### src/rtl/idex_pkg.sv
// ---------------------------------------------------------------------------
// idex_pkg
//   Shared definitions for the ID/EX operand latch.
//   - Default operand width and register address width.
//   - Upper bounds for the snoop selector's fixed-width argument vectors.
//   - snoop_sel(): fixed-priority writeback match that returns {hit, data}.
// ---------------------------------------------------------------------------
package idex_pkg;

  localparam int IDEX_XLEN = 64;
  localparam int IDEX_AW   = 5;

  // A package function cannot take the instantiating module's parameters.
  // The selector therefore works on vectors sized for the largest supported
  // configuration, and callers zero-extend into them. Zero-padded write
  // enables never match, so the padding cannot produce a hit.
  localparam int SNOOP_MAX_XLEN = 128;
  localparam int SNOOP_MAX_NWB  = 8;
  localparam int SNOOP_MAX_AW   = 8;

  typedef struct packed {
    logic                      hit;
    logic [SNOOP_MAX_XLEN-1:0] data;
  } snoop_t;

  // Returns the data of the lowest-index enabled port whose address matches.
  // Register 0 is hard-wired, so a match on address 0 is never reported.
  // The scan runs from the highest index down so that lower indices
  // overwrite the result and win.
  function automatic snoop_t snoop_sel(
    input logic [SNOOP_MAX_AW-1:0]                addr,
    input logic [SNOOP_MAX_NWB-1:0]               we,
    input logic [SNOOP_MAX_NWB*SNOOP_MAX_AW-1:0]  waddr,
    input logic [SNOOP_MAX_NWB*SNOOP_MAX_XLEN-1:0] wdata
  );
    snoop_t res;
    res = '0;
    for (int k = SNOOP_MAX_NWB - 1; k >= 0; k--) begin
      if (we[k] && (waddr[k*SNOOP_MAX_AW +: SNOOP_MAX_AW] == addr) &&
          (addr != '0)) begin
        res.hit  = 1'b1;
        res.data = wdata[k*SNOOP_MAX_XLEN +: SNOOP_MAX_XLEN];
      end
    end
    return res;
  endfunction

endpackage

### src/rtl/idex_operand_latch_if.sv
// ---------------------------------------------------------------------------
// idex_operand_latch_if
//   Bundles the ID-stage operand bus, the writeback snoop ports, the EX-stage
//   operand outputs and the stall/flush controls of idex_operand_latch.
//   Modports:
//     master - pipeline side: drives stall, flush, id_*, wb_*; reads ex_*
//     slave  - the latch:     reads stall, flush, id_*, wb_*; drives ex_*
//   Signals:
//     stall, flush        EX hold / EX squash
//     id_valid            ID stage holds a real instruction
//     id_rs_addr/data     operand i at [i*AW +: AW] / [i*XLEN +: XLEN]
//     wb_we/addr/data     NWB writeback ports, index 0 highest priority
//     ex_valid            EX stage holds a real instruction
//     ex_rs_addr/data     latched (possibly refreshed) operands
//     ex_rs_captured      operand i refreshed by a snoop since its load
//     ex_stall_cnt        saturating count of consecutive stall cycles
// ---------------------------------------------------------------------------
interface idex_operand_latch_if #(
  parameter int XLEN   = 64,
  parameter int NSRC   = 2,
  parameter int NWB    = 2,
  parameter int AW     = 5,
  parameter int SCNT_W = 4
);

  logic                 stall;
  logic                 flush;
  logic                 id_valid;
  logic [NSRC*AW-1:0]   id_rs_addr;
  logic [NSRC*XLEN-1:0] id_rs_data;
  logic [NWB-1:0]       wb_we;
  logic [NWB*AW-1:0]    wb_addr;
  logic [NWB*XLEN-1:0]  wb_data;
  logic                 ex_valid;
  logic [NSRC*AW-1:0]   ex_rs_addr;
  logic [NSRC*XLEN-1:0] ex_rs_data;
  logic [NSRC-1:0]      ex_rs_captured;
  logic [SCNT_W-1:0]    ex_stall_cnt;

  modport master (
    output stall, flush, id_valid, id_rs_addr, id_rs_data,
           wb_we, wb_addr, wb_data,
    input  ex_valid, ex_rs_addr, ex_rs_data, ex_rs_captured, ex_stall_cnt
  );

  modport slave (
    input  stall, flush, id_valid, id_rs_addr, id_rs_data,
           wb_we, wb_addr, wb_data,
    output ex_valid, ex_rs_addr, ex_rs_data, ex_rs_captured, ex_stall_cnt
  );

endinterface

### src/rtl/idex_snoop_mux.sv
// ---------------------------------------------------------------------------
// idex_snoop_mux
//   NWB-way fixed-priority writeback match for one operand.
//   Ports:
//     en     in  1         qualifies the match (instruction is valid)
//     addr   in  AW        operand register address
//     we     in  NWB       writeback enables
//     waddr  in  NWB*AW    writeback addresses
//     wdata  in  NWB*XLEN  writeback data
//     hit    out 1         some enabled port writes addr (addr != 0)
//     data   out XLEN      data of the lowest-index matching port
//   Supports XLEN <= 128, NWB <= 8, AW <= 8.
// ---------------------------------------------------------------------------
module idex_snoop_mux
  import idex_pkg::*;
#(
  parameter int XLEN = IDEX_XLEN,
  parameter int NWB  = 2,
  parameter int AW   = IDEX_AW
) (
  input  logic                en,
  input  logic [AW-1:0]       addr,
  input  logic [NWB-1:0]      we,
  input  logic [NWB*AW-1:0]   waddr,
  input  logic [NWB*XLEN-1:0] wdata,
  output logic                hit,
  output logic [XLEN-1:0]     data
);

  logic [SNOOP_MAX_AW-1:0]                addr_pad;
  logic [SNOOP_MAX_NWB-1:0]               we_pad;
  logic [SNOOP_MAX_NWB*SNOOP_MAX_AW-1:0]  waddr_pad;
  logic [SNOOP_MAX_NWB*SNOOP_MAX_XLEN-1:0] wdata_pad;
  snoop_t                                 sel;

  // Widen into the selector's fixed-size vectors. Gating the enables with
  // en keeps invalid instructions from ever reporting a hit.
  always_comb begin
    addr_pad  = SNOOP_MAX_AW'(addr);
    we_pad    = '0;
    waddr_pad = '0;
    wdata_pad = '0;
    for (int k = 0; k < NWB; k++) begin
      we_pad[k] = we[k] & en;
      waddr_pad[k*SNOOP_MAX_AW +: SNOOP_MAX_AW] =
        SNOOP_MAX_AW'(waddr[k*AW +: AW]);
      wdata_pad[k*SNOOP_MAX_XLEN +: SNOOP_MAX_XLEN] =
        SNOOP_MAX_XLEN'(wdata[k*XLEN +: XLEN]);
    end
    sel = snoop_sel(addr_pad, we_pad, waddr_pad, wdata_pad);
  end

  assign hit  = sel.hit;
  assign data = sel.data[XLEN-1:0];

  // Upper selector bits beyond XLEN are always zero and intentionally dropped.
  logic unused_sel;
  assign unused_sel = ^sel.data;

endmodule

### src/rtl/idex_operand_latch.sv
// ---------------------------------------------------------------------------
// idex_operand_latch
//   ID/EX pipeline register for NSRC source operands. Operands are held
//   across EX stalls and refreshed from the writeback ports while held, so
//   the EX forwarding muxes never see a stale value for a stalled
//   instruction. Optionally the same match is applied on the load cycle for
//   register files without write-before-read.
//   Ports:
//     clk   in  clock
//     rstn  in  asynchronous active-low reset
//     bus   slave modport of idex_operand_latch_if (stall, flush, id_*,
//           wb_* in; ex_valid, ex_rs_addr, ex_rs_data, ex_rs_captured,
//           ex_stall_cnt out). All outputs are registered.
// ---------------------------------------------------------------------------
module idex_operand_latch
  import idex_pkg::*;
#(
  parameter int XLEN        = IDEX_XLEN,
  parameter int NSRC        = 2,
  parameter int NWB         = 2,
  parameter int AW          = IDEX_AW,
  parameter bit LOAD_BYPASS = 1'b1,
  parameter int SCNT_W      = 4
) (
  input  logic                 clk,
  input  logic                 rstn,
  idex_operand_latch_if.slave  bus
);

  logic                 ex_valid_q;
  logic [NSRC*AW-1:0]   ex_addr_q;
  logic [NSRC*XLEN-1:0] ex_data_q;
  logic [NSRC-1:0]      ex_cap_q;
  logic [SCNT_W-1:0]    ex_cnt_q;

  logic [NSRC-1:0]      snoop_hit;
  logic [NSRC*XLEN-1:0] snoop_data;

  // One matcher per operand serves both the load and the hold cycle: while
  // stalled it compares against the latched address qualified by ex_valid,
  // otherwise against the incoming ID address qualified by id_valid.
  for (genvar i = 0; i < NSRC; i++) begin : g_src
    logic [AW-1:0] sel_addr;
    logic          sel_en;

    assign sel_addr = bus.stall ? ex_addr_q[i*AW +: AW]
                                : bus.id_rs_addr[i*AW +: AW];
    assign sel_en   = bus.stall ? ex_valid_q : bus.id_valid;

    idex_snoop_mux #(
      .XLEN (XLEN),
      .NWB  (NWB),
      .AW   (AW)
    ) u_snoop (
      .en    (sel_en),
      .addr  (sel_addr),
      .we    (bus.wb_we),
      .waddr (bus.wb_addr),
      .wdata (bus.wb_data),
      .hit   (snoop_hit[i]),
      .data  (snoop_data[i*XLEN +: XLEN])
    );
  end

  // Flush beats load beats hold. Captured flags are sticky during a hold
  // and only cleared by a plain load, flush or reset.
  always_ff @(posedge clk or negedge rstn) begin
    if (!rstn) begin
      ex_valid_q <= 1'b0;
      ex_addr_q  <= '0;
      ex_data_q  <= '0;
      ex_cap_q   <= '0;
      ex_cnt_q   <= '0;
    end else if (bus.flush) begin
      ex_valid_q <= 1'b0;
      ex_addr_q  <= '0;
      ex_data_q  <= '0;
      ex_cap_q   <= '0;
      ex_cnt_q   <= '0;
    end else if (!bus.stall) begin
      ex_valid_q <= bus.id_valid;
      ex_addr_q  <= bus.id_rs_addr;
      ex_cnt_q   <= '0;
      for (int i = 0; i < NSRC; i++) begin
        if (LOAD_BYPASS && snoop_hit[i]) begin
          ex_data_q[i*XLEN +: XLEN] <= snoop_data[i*XLEN +: XLEN];
          ex_cap_q[i]               <= 1'b1;
        end else begin
          ex_data_q[i*XLEN +: XLEN] <= bus.id_rs_data[i*XLEN +: XLEN];
          ex_cap_q[i]               <= 1'b0;
        end
      end
    end else begin
      if (ex_cnt_q != '1) begin
        ex_cnt_q <= ex_cnt_q + SCNT_W'(1);
      end
      for (int i = 0; i < NSRC; i++) begin
        if (snoop_hit[i]) begin
          ex_data_q[i*XLEN +: XLEN] <= snoop_data[i*XLEN +: XLEN];
          ex_cap_q[i]               <= 1'b1;
        end
      end
    end
  end

  assign bus.ex_valid       = ex_valid_q;
  assign bus.ex_rs_addr     = ex_addr_q;
  assign bus.ex_rs_data     = ex_data_q;
  assign bus.ex_rs_captured = ex_cap_q;
  assign bus.ex_stall_cnt   = ex_cnt_q;

endmodule

### src/flat_wrapper.sv
// flat-port wrapper written by rule: the top's interface ports become plain ports
module idex_operand_latch_flat import idex_pkg::*;
#(
  parameter int XLEN        = IDEX_XLEN,
  parameter int NSRC        = 2,
  parameter int NWB         = 2,
  parameter int AW          = IDEX_AW,
  parameter bit LOAD_BYPASS = 1'b1,
  parameter int SCNT_W      = 4
)
  (clk, rstn, bus_stall, bus_flush, bus_id_valid, bus_id_rs_addr, bus_id_rs_data, bus_wb_we, bus_wb_addr, bus_wb_data, bus_ex_valid, bus_ex_rs_addr, bus_ex_rs_data, bus_ex_rs_captured, bus_ex_stall_cnt);
  idex_operand_latch_if #(.XLEN(XLEN), .NSRC(NSRC), .NWB(NWB), .AW(AW), .SCNT_W(SCNT_W)) bus_i ();
  input  logic clk;
  input  logic rstn;
  input wire logic [$bits(bus_i.stall)-1:0] bus_stall;
  input wire logic [$bits(bus_i.flush)-1:0] bus_flush;
  input wire logic [$bits(bus_i.id_valid)-1:0] bus_id_valid;
  input wire logic [$bits(bus_i.id_rs_addr)-1:0] bus_id_rs_addr;
  input wire logic [$bits(bus_i.id_rs_data)-1:0] bus_id_rs_data;
  input wire logic [$bits(bus_i.wb_we)-1:0] bus_wb_we;
  input wire logic [$bits(bus_i.wb_addr)-1:0] bus_wb_addr;
  input wire logic [$bits(bus_i.wb_data)-1:0] bus_wb_data;
  output wire logic [$bits(bus_i.ex_valid)-1:0] bus_ex_valid;
  output wire logic [$bits(bus_i.ex_rs_addr)-1:0] bus_ex_rs_addr;
  output wire logic [$bits(bus_i.ex_rs_data)-1:0] bus_ex_rs_data;
  output wire logic [$bits(bus_i.ex_rs_captured)-1:0] bus_ex_rs_captured;
  output wire logic [$bits(bus_i.ex_stall_cnt)-1:0] bus_ex_stall_cnt;
  assign bus_i.stall = bus_stall;
  assign bus_i.flush = bus_flush;
  assign bus_i.id_valid = bus_id_valid;
  assign bus_i.id_rs_addr = bus_id_rs_addr;
  assign bus_i.id_rs_data = bus_id_rs_data;
  assign bus_i.wb_we = bus_wb_we;
  assign bus_i.wb_addr = bus_wb_addr;
  assign bus_i.wb_data = bus_wb_data;
  assign bus_ex_valid = bus_i.ex_valid;
  assign bus_ex_rs_addr = bus_i.ex_rs_addr;
  assign bus_ex_rs_data = bus_i.ex_rs_data;
  assign bus_ex_rs_captured = bus_i.ex_rs_captured;
  assign bus_ex_stall_cnt = bus_i.ex_stall_cnt;
  idex_operand_latch #(.XLEN(XLEN), .NSRC(NSRC), .NWB(NWB), .AW(AW), .LOAD_BYPASS(LOAD_BYPASS), .SCNT_W(SCNT_W)) u_core (.clk(clk), .rstn(rstn), .bus(bus_i));
endmodule
### config.mk
export PLATFORM = sky130hd
export DESIGN_NAME = idex_operand_latch_flat
export DESIGN_NICKNAME = d
export VERILOG_FILES = /design/src/rtl/idex_pkg.sv /design/src/rtl/idex_operand_latch_if.sv /design/src/rtl/idex_snoop_mux.sv /design/src/rtl/idex_operand_latch.sv /design/src/flat_wrapper.sv
export SDC_FILE = /design/constraint.sdc
export NUM_CORES = 1
export LEC_CHECK = 0
export ABC_CLOCK_PERIOD_IN_PS = 4350
export BUFFER_PORTS_ARGS = -buffer_cell sky130_fd_sc_hd__buf_2
export CORE_AREA = 5 5 161 163
export CTS_CLUSTER_SIZE = 20
export DETAILED_ROUTE_END_ITERATION = 12
export DIE_AREA = 0 0 166 168
export SYNTH_ARGS = -nofsm -noshare
export SYNTH_HDL_FRONTEND = slang
export SYNTH_SLANG_ARGS = --single-unit
export TNS_END_PERCENT = 100
### constraint.sdc
create_clock -name clk -period 4.35 [get_ports clk]
set_clock_uncertainty 0.2 [all_clocks]
set_input_delay 0.87 -clock clk [delete_from_list [all_inputs] [get_ports clk]]
set_output_delay 0.87 -clock clk [all_outputs]
set_load 0.02 [all_outputs]
==> metrics.cfg, run 1 <==
[setup_path]
regToRegSetupSlack_ps = 1460
cp.required_ps = 4430
reg2reg_depth = 8
rr_endpoint = u_core.bus.ex_rs_data[82]
critPathKind = in2reg
rr_startpoint = u_core.bus.ex_rs_addr[5]
worst_setup_path_start_kind = input pin
endpoint_kind = register
crit_fanout = 64
cp_data_arrival_time_ps = 3460

[layout]
area_growth_pct = 35.54
utilization = 0.4690
drive_above_1_share = 0.4206
nets = 1512
fillCellCount = 2418
instances_no_fill = 1570

[placement]
dp_hpwl_um = 23200
dp_slack_ps = 533.4
dp_cells = 1533
numPortBuffers = 427
place_congestion = 0.9210

[power]
power.total_mw = 3.648
p_clk_frac = 0.388
p_int_mw = 2.480
ir_worst_vdd_v = 0.0001824
power_leakage_nw = 5.890
p_per_area_mw_per_mm2 = 321.7
share_comb_of_total_power = 0.206
sw_frac_of_total = 0.3201
power.switching_mw = 1.168
power_frac_seq = 0.406

[yosys]
syn-num-nets = 1139
avgSynthCellArea_um2 = 9.784
synth.area.top_cells = dfrtp_1, mux2i_1, a211oi_1
synthTopCellsByCount = nor2_1, dfrtp_1, a211oi_1
syn-cell-area_mm2 = 0.008366
yosysMostFrequentCell = nor2_1
ys.flop_type = dfrtp_1
synth_top_area_cell = dfrtp_1
synth.distinct_cells = 38
yosysTopAreaCellShare = 0.4337
async_reset_ff_frac = 1.000
synth_edf_count = 0
ys_warn_count = 0
synth_cells = 855
ys_seq_area_frac = 0.4337
ys_ff_latch = 145

[drt]
wl_met2_um = 16570
via_per_inst = 5.413
wl_met3_um = 2400
vias = 8499
top_layer = met4
ant_nets = 0
drtIter0Drc = 559
drc = 0
wire_per_inst_um = 21.00
wl_um = 32970
wl_met1_um = 13230
drtPass1Iterations = 5

[sta]
drv_slew = 0
post-route-period-util = 0.7778
timing.fmax_mhz = 295.6
fin_ws_ps = 966.6
finalCriticalPeriod_ps = 3383
rsz0062_at_grt = false
tns_ps = 0
finalHoldViolCount = 0
worstMarginPinSlew_ps = 979.7
max_slew_margin = 0.3469
setup_viol = 0

[global_routing]
track_usage = 0.2266
grt_antenna_before_repair = 5
grt_pass1_vias = 8707
grt_pass1_wl_um = 50640
overflow = 0
grt_max_degree = 92

[clocking]
cts.clk_slew.worst_paths_ps = 80
cts-resized-gates = 0
htreeDepth = 4
insertion_delay_ps = 420
cts_buffers = 17
cts_sinks = 145
cts_root_buffer = clkbuf_16
cts_hold_buf = 0
cts_setup_buffers = 0
cts_tree = built
cts.path.max_buffers = 2

[floorplan]
initial_core_util = 0.3460
ios = 428
die_h_um = 168
core_area_mm2 = 0.02418
die_area_mm2 = 0.02789
num_rows = 57
die_w_um = 166

[flow_run]
cap_violations = 0

[worst_hold_path]
hold_path_class = in2async

[outcome]
outcome = completed

stage by stage:
step	hold WS (ps)	instance area, µm²
floorplan	374.4	8366
global placement	303.1	10780
detailed placement	312.8	10780
CTS	329.8	11330
global route	376.0	11340
finish	331.8	11340
metal layers:
metal	vias up	track usage
met1	4141	0.2789
li1	3973	-
met4	0	0.08034
met2	343	0.3876
met3	42	0.05744
met5	-	0
area by class of cell:
| class | instances | area, µm² | share of cell area |
|---|---|---|---|
| inverter | 1 | 3.754 | 0.0003311 |
| clock inverter | 15 | 125.1 | 0.01104 |
| timing repair buffer | 443 | 2369 | 0.2089 |
| antenna | 5 | 12.51 | 0.001104 |
| sequential | 145 | 3628 | 0.3200 |
| tap | 324 | 405.4 | 0.03575 |
| multi-input combinational | 620 | 4369 | 0.3853 |
| clock buffer | 17 | 425.4 | 0.03752 |
critical path, cell delays in order:
cell and delay, ps:
buf_4 340, mux2i_1 420, xor2_1 190, nand4b_1 170
nor4_4 410, or3b_2 240, buf_12 310, nor2_1 70
a2111oi_0 400
cell usage in the layout (no fill, tap or decap), types with 2 or more instances in the layout:
master and n:
clkbuf_16 17, nor2b_1 65, mux2i_2 2, inv_6 6
buf_4 10, dfrtp_1 145, buf_12 8, nand3_1 2
a2111oi_0 8, inv_8 3, mux2i_1 74, clkinv_2 3
nor3_1 4, buf_2 424, xor2_1 3, xnor2_1 17
nand2b_1 2, nand2_1 3, a211oi_2 38, diode_2 5
nor2_1 165, a211oi_1 91, clkinvlp_4 2, a221oi_1 56
nand4_1 2, o21ai_0 2, a21oi_1 12, nor4_1 58
power by group through the flow:
stage               logic (mW)  clock network [mW]  registers, mW
finish                   0.753                1.41           1.48
global route             0.821                1.51           1.49
CTS                      0.760                1.45           1.48
detailed placement       0.759                   0           1.50
global placement         0.756                   0           1.50
floorplan                0.300                   0           1.60
flip-flops by register name (all words and copies together) (netlist names):
| register | flops |
|---|---|
| u_core.bus.ex_rs_data | 128 |
| u_core.bus.ex_rs_addr | 10 |
| u_core.bus.ex_stall_cnt | 4 |
| u_core.bus.ex_rs_captured | 2 |
| u_core.bus.ex_valid | 1 |
how the worst max path moves through the flow:
stage | startpoint | end | slack [ps] | depth (start not counted)
final | bus_stall | u_core.bus.ex_rs_data[82] | 970 | 9
after global routing | bus_stall | u_core.bus.ex_rs_data[64] | 680 | 9
after CTS | bus_stall | u_core.bus.ex_rs_data[82] | 980 | 9
after detailed placement | bus_stall | u_core.bus.ex_rs_data[65] | 530 | 10
after global placement | bus_stall | u_core.bus.ex_rs_data[87] | 600 | 10
after floorplan | bus_stall | u_core.bus.ex_rs_data[46] | 1380 | 10
cell families after synthesis:
| family | synth area share |
|---|---|
| compound gates | 0.2199 |
| mux | 0.09183 |
| simple gates | 0.1835 |
| flops | 0.4337 |
| fa+ha+maj | 0.001495 |
| xor+xnor | 0.02094 |
| buf+inv | 0.04861 |
No activity file was read; power rests on OpenSTA's default activity.
==> run 2: changes to the inputs <==
--- a/config.mk
+++ b/config.mk
@@ -5,12 +5,14 @@
 export SDC_FILE = /design/constraint.sdc
 export NUM_CORES = 1
 export LEC_CHECK = 0
-export ABC_CLOCK_PERIOD_IN_PS = 4350
+export ABC_AREA = 1
+export ABC_CLOCK_PERIOD_IN_PS = 3300
 export BUFFER_PORTS_ARGS = -buffer_cell sky130_fd_sc_hd__buf_2
-export CORE_AREA = 5 5 161 163
+export CORE_AREA = 5 5 165 167
 export CTS_CLUSTER_SIZE = 20
 export DETAILED_ROUTE_END_ITERATION = 12
-export DIE_AREA = 0 0 166 168
+export DIE_AREA = 0 0 170 172
+export PLACE_DENSITY = 0.7
 export SYNTH_ARGS = -nofsm -noshare
 export SYNTH_HDL_FRONTEND = slang
 export SYNTH_SLANG_ARGS = --single-unit
==> constraint.sdc (replaced) <==
create_clock -name clk -period 3.3 [get_ports clk]
set_clock_uncertainty 0.2 [all_clocks]
set_input_delay 0.66 -clock clk [delete_from_list [all_inputs] [get_ports clk]]
set_output_delay 0.66 -clock clk [all_outputs]
set_load 0.02 [all_outputs]
==> run 2 against run 1 <==
Total power up 41%. Count of clock-buffer cells in the layout rose by 1. Clock power increased by 38%. Core utilization increased by 5.4 points. Synthesized cell count grew 100%. Cell count grew 54%. Worst setup slack got worse by 280 ps. Die area rose by 4.8%. Global-route usage increased by 6.6 points. First-iteration DRC count grew to 3.0 times the previous value. Cell area is 18% higher. Non-clock buffer count increased by 21.
==> metrics.cfg, run 2 <==
[placement]
dpl_cell_area_mm2 = 0.01279
numPortBuffers = 427
dp_cells = 2367
place_congestion = 0.9810
dp_hpwl_um = 31120

[layout]
instances_no_fill = 2410
area_growth_pct = 26.75
largest_register_ff_count = 128
nets = 2336
stdcell_area_mm2 = 0.01339
drive_above_1_share = 0.2521
fillCellCount = 2590
final_common_cell = nand2_1
final_cell_mix = nand2_1, buf_2, nand3_1

[sta]
tns_ps = 0
worstMarginPinSlew_ps = 891.2
finalHoldViolCount = 0
post-route-period-util = 0.7922
setup_viol = 0
rsz0062_at_grt = false
drv_slew = 0
max_slew_margin = 0.4058
timing.fmax_mhz = 382.5
finalCriticalPeriod_ps = 2614

[clocking]
cts_sinks = 145
cts_hold_buf = 1
htreeDepth = 4
insertion_delay_ps = 420
cts-resized-gates = 0
cts_buffers = 17
cts_setup_buffers = 0
cts.clk_slew.worst_paths_ps = 70
cts.path.max_buffers = 2
cts_tree = built
cts_root_buffer = clkbuf_16

[drt]
drtIter0Drc = 1699
ant_nets = 0
via_per_inst = 5.471
drtPass1Iterations = 6
wl_um = 44960
wire_per_inst_um = 18.65
drc = 0
vias = 13190

[yosys]
ys.flop_type = dfrtp_1
avgSynthCellArea_um2 = 6.175
synth.area.top_cells = dfrtp_1, nand2_1, nand3_1
yosysMostFrequentCell = nand2_1
ys_seq_area_frac = 0.3434
async_reset_ff_frac = 1.000
syn-cell-area_mm2 = 0.01057
synth.distinct_cells = 22
synth_edf_count = 0
ys_ff_latch = 145
syn-num-nets = 1995
ys_warn_count = 0
synth_cells = 1711
synth_top_area_cell = dfrtp_1
synthTopCellsByCount = nand2_1, nand3_1, dfrtp_1
yosysTopAreaCellShare = 0.3434

[floorplan]
ios = 428
num_rows = 59
core_area_mm2 = 0.02562
die_area_mm2 = 0.02924
die_w_um = 170
initial_core_util = 0.4124
die_h_um = 172

[worst_hold_path]
whs_path_depth = 2
hold_path_class = reg2reg

[setup_path]
crit_fanout = 38
worst_setup_path_start_kind = input pin
cp.required_ps = 3450
endpoint_kind = register
cp_data_arrival_time_ps = 2760
critPathKind = in2reg
reg2reg_depth = 12

[global_routing]
grt_pass1_vias = 12350
use_met1 = 0.3774
grt_antenna_before_repair = 16
grt_pass1_wl_um = 68340
grt_max_degree = 77
overflow = 0
track_usage = 0.2922
grt.met3_usage = 0.05784
grt-busiest-layer = met2
grtUsageMet2 = 0.4825

[power]
p_per_area_mw_per_mm2 = 383.6
ir_worst_vdd_v = 0.0002496
power.total_mw = 5.138
power_leakage_nw = 8.417

[outcome]
outcome = completed

[flow_run]
cap_violations = 0

run 2: cell count changes in the layout (fill, tap and decap cells not counted), sizes merged, moves of 57 or more:
cell,delta
nor4,-60
nand2,+862
nand3,+278
a221oi,-57
nor2,-135
nand4,+127
nor2b,-65
a211oi,-129
mux2i,-76
inv,+103
run 2: path summary, 6_finish.rpt:
| check | from | end | slack [ps] |
|---|---|---|---|
| min in group asynchronous | rstn | u_core.bus.ex_rs_data[112] | 560 |
| max in group asynchronous | rstn | u_core.bus.ex_rs_data[57] | 1580 |
| min reg2reg | u_core.bus.ex_rs_data[123] | u_core.bus.ex_rs_data[123] | 280 |
| max | bus_stall | u_core.bus.ex_rs_data[46] | 690 |
| max reg2reg | u_core.bus.ex_rs_addr[2] | u_core.bus.ex_rs_data[46] | 930 |
| min | u_core.bus.ex_rs_data[123] | u_core.bus.ex_rs_data[123] | 280 |
run 2: kinds of logic (layout without fill, tap and decap cells):
logic type | Yosys count | in the layout | synth area share
buffers and inverters | 252 | 604 | 0.1155
other | 0 | 12 | 0
AO/OA/AOI/OAI | 7 | 7 | 0.003552
adder cells (fa/ha/maj) | 1 | 1 | 0.001184
flip-flops | 145 | 145 | 0.3434
AND/OR/NAND/NOR | 1306 | 1306 | 0.5364
run 2: worst max-delay path, stage by stage:
cell     delay, ps
buf_2          220
inv_6          190
nand2_1        110
nand2_1        160
nand3_1        120
nor2_2         250
nor2_4          70
nand2_4        120
nand2_1        100
nor2_4         100
buf_4          420
nand2_1        110
nand2_1         90
run 2: where the power goes:
part	switching, mW	internal (mW)	total, mW
clock	0.835	1.11	1.95
sequential	0.0736	1.89	1.97
combinational	0.832	0.391	1.22
total	1.74	3.40	5.14
run 2: area by class of cell:
cell class                 instances  area (µm²)  share of cell area
antenna                           12       30.03            0.002242
clock buffer                      18       429.2             0.03205
clock inverter                    12       133.9            0.009997
inverter                         110       420.4             0.03139
multi-input combinational       1314        5769              0.4308
sequential                       145        3628              0.2710
tap                              335       419.2             0.03130
timing repair buffer             464        2561              0.1913
run 2: layer usage:
metal,vias up,share of wire
li1,6167,-
met1,6056,0.38
met2,841,0.48
met3,108,0.10
met4,14,0.035
met5,-,0.0020
run 2: through the flow:
step                      utilization  setup WS [ps]  hold slack, ps
after detailed placement       0.4992          307.9           259.5
final                          0.5228          685.7           276.1
after CTS                      0.5216          737.0           277.5
after global placement         0.4992          306.4           257.5
after floorplan                     -           1013           164.4
after global routing           0.5225          527.3           290.6
==> run 3: changes to the inputs <==
--- a/config.mk
+++ b/config.mk
@@ -6,7 +6,7 @@
 export NUM_CORES = 1
 export LEC_CHECK = 0
 export ABC_AREA = 1
-export ABC_CLOCK_PERIOD_IN_PS = 3300
+export ABC_CLOCK_PERIOD_IN_PS = 2700
 export BUFFER_PORTS_ARGS = -buffer_cell sky130_fd_sc_hd__buf_2
 export CORE_AREA = 5 5 165 167
 export CTS_CLUSTER_SIZE = 20
==> constraint.sdc (replaced) <==
create_clock -name clk -period 2.7 [get_ports clk]
set_clock_uncertainty 0.2 [all_clocks]
set_input_delay 0.54 -clock clk [delete_from_list [all_inputs] [get_ports clk]]
set_output_delay 0.54 -clock clk [all_outputs]
set_load 0.02 [all_outputs]
==> run 3 against run 2 <==
Register-to-register slack got worse by 460 ps. Clock power is 39% higher. Die area did not move.
==> metrics.cfg, run 3 (synthesis gave the netlist of run 2 again) <==
[sta]
rsz0062_at_grt = false
max_slew_margin = 0.4392
post-route-period-util = 0.8533
finalHoldViolCount = 0
setup_viol = 0
drv_slew = 0
fin_ws_ps = 396.1
finalCriticalPeriod_ps = 2304
timing.fmax_mhz = 434.1
holdWs_ps = 246.7
tns_ps = 0
worstMarginPinSlew_ps = 841.2

[drt]
drc = 0
via_per_inst = 5.475
ant_nets = 0
drtPass1Iterations = 6
vias = 13210
drtIter0Drc = 1806
wire_per_inst_um = 18.37
wl_um = 44330

[setup_path]
crit_top_cell = nand2_1
crit_fanout = 28
slowest_stage = buf_4
worst-path-buf-inv = 3
path_delay_family = simple AND/OR/NAND/NOR gates
endpoint_kind = register
cp_data_arrival_time_ps = 2420
cp_slowest_stage_delay_ps = 360
reg2reg_depth = 12
worst_setup_path_start_kind = input pin
path_cells = buf_2 -> buf_4 -> nand2_1 -> nand2_1 -> nand2_1 -> nand2_1 -> nand2_1 -> nor2_4 -> buf_4 -> nand3_1 -> nand2_1 -> nand2_1 -> nand2_1 -> nand2_1
cp.depth = 14
critPathKind = in2reg
cp.required_ps = 2820

[worst_hold_path]
whs_path_depth = 5
hold_path_class = in2reg

[global_routing]
grt_pass1_wl_um = 67300
grt_max_degree = 72
grt_antenna_before_repair = 11
grtUsageMet2 = 0.4825
grt_pass1_vias = 12200
use_met1 = 0.3671
grt.met3_usage = 0.05853
grt-busiest-layer = met2
overflow = 0
track_usage = 0.2872

[layout]
nets = 2343
area_growth_pct = 29.76
final_cell_mix = nand2_1, buf_2, nand3_1
stdcell_area_mm2 = 0.01371
drive_above_1_share = 0.2545
final_common_cell = nand2_1
largest_register_ff_count = 128

[clocking]
cts_buffers = 17
insertion_delay_ps = 430
cts.path.max_buffers = 2
cts_tree = built
cts_sinks = 145
cts.clk_slew.worst_paths_ps = 70
htreeDepth = 4
cts_root_buffer = clkbuf_16

[power]
ir_worst_vdd_v = 0.0003043
p_per_area_mw_per_mm2 = 484.8
power.total_mw = 6.647
power_leakage_nw = 8.538

[placement]
dp_slack_ps = -0.9182
dp_hpwl_um = 30940
numPortBuffers = 427
place_congestion = 0.9473
dpl_cell_area_mm2 = 0.01304

[floorplan]
ios = 428
die_h_um = 172
num_rows = 59
initial_core_util = 0.4124
die_w_um = 170
die_area_mm2 = 0.02924
core_area_mm2 = 0.02562

[outcome]
outcome = completed

[flow_run]
cap_violations = 0

## run 3: path summary, 6_finish.rpt
path | from | end | slack (ps)
min in group asynchronous | rstn | u_core.bus.ex_rs_data[106] | 420
max in group asynchronous | rstn | u_core.bus.ex_stall_cnt[3] | 1160
setup reg to reg | u_core.bus.ex_rs_addr[7] | u_core.bus.ex_rs_data[101] | 470
hold reg to reg | u_core.bus.ex_rs_data[80] | u_core.bus.ex_rs_data[80] | 270
setup / recovery | bus_stall | u_core.bus.ex_rs_data[44] | 400
hold / removal | bus_id_rs_data[116] | u_core.bus.ex_rs_data[116] | 250
## run 3: report_power, final
group	switching, mW	internal (mW)	total [mW]
Combinational	1.02	0.514	1.53
Clock	1.06	1.65	2.71
Sequential	0.0902	2.31	2.40
Total	2.17	4.47	6.65
## run 3: metrics by stage
step	utilization	cells
2_1_floorplan	-	1711
3_3_place_gp	0.5091	2374
3_5_place_dp	0.5091	2374
4_1_cts	0.5345	2406
5_1_grt	0.5352	2413
6_report	0.5352	2413
## run 3: cell type report
class / instances / area (µm²)
clock inverters: 12 / 207.7
multi-input cells: 1314 / 5769
clock buffers: 19 / 432.9
repair buffers: 471 / 2814
well taps: 335 / 419.2
fillers: 2575 / 11910
inverters: 110 / 420.4
diodes: 7 / 17.52
flip-flops and latches: 145 / 3628
## run 3: worst min-delay path: stages
cell and delay, ps:
buf_2 80, nand4_1 80, nand2_1 60, nand2_1 40
nand2_1 50
## run 3: routing by layer
metal | vias up | wire (µm)
met1 | 6035 | 16990
met2 | 876 | 21050
met3 | 121 | 4665
met4 | 6 | 1591
li1 | 6173 | -
met5 | - | 35
## run 3: what timing repair did
| item | in CTS | in global routing |
|---|---|---|
| gates resized for setup | 0 | 0 |
| setup buffers | 0 | 0 |
| hold buffers | 1 | 0 |
| hold endpoints to repair | 41 | 0 |
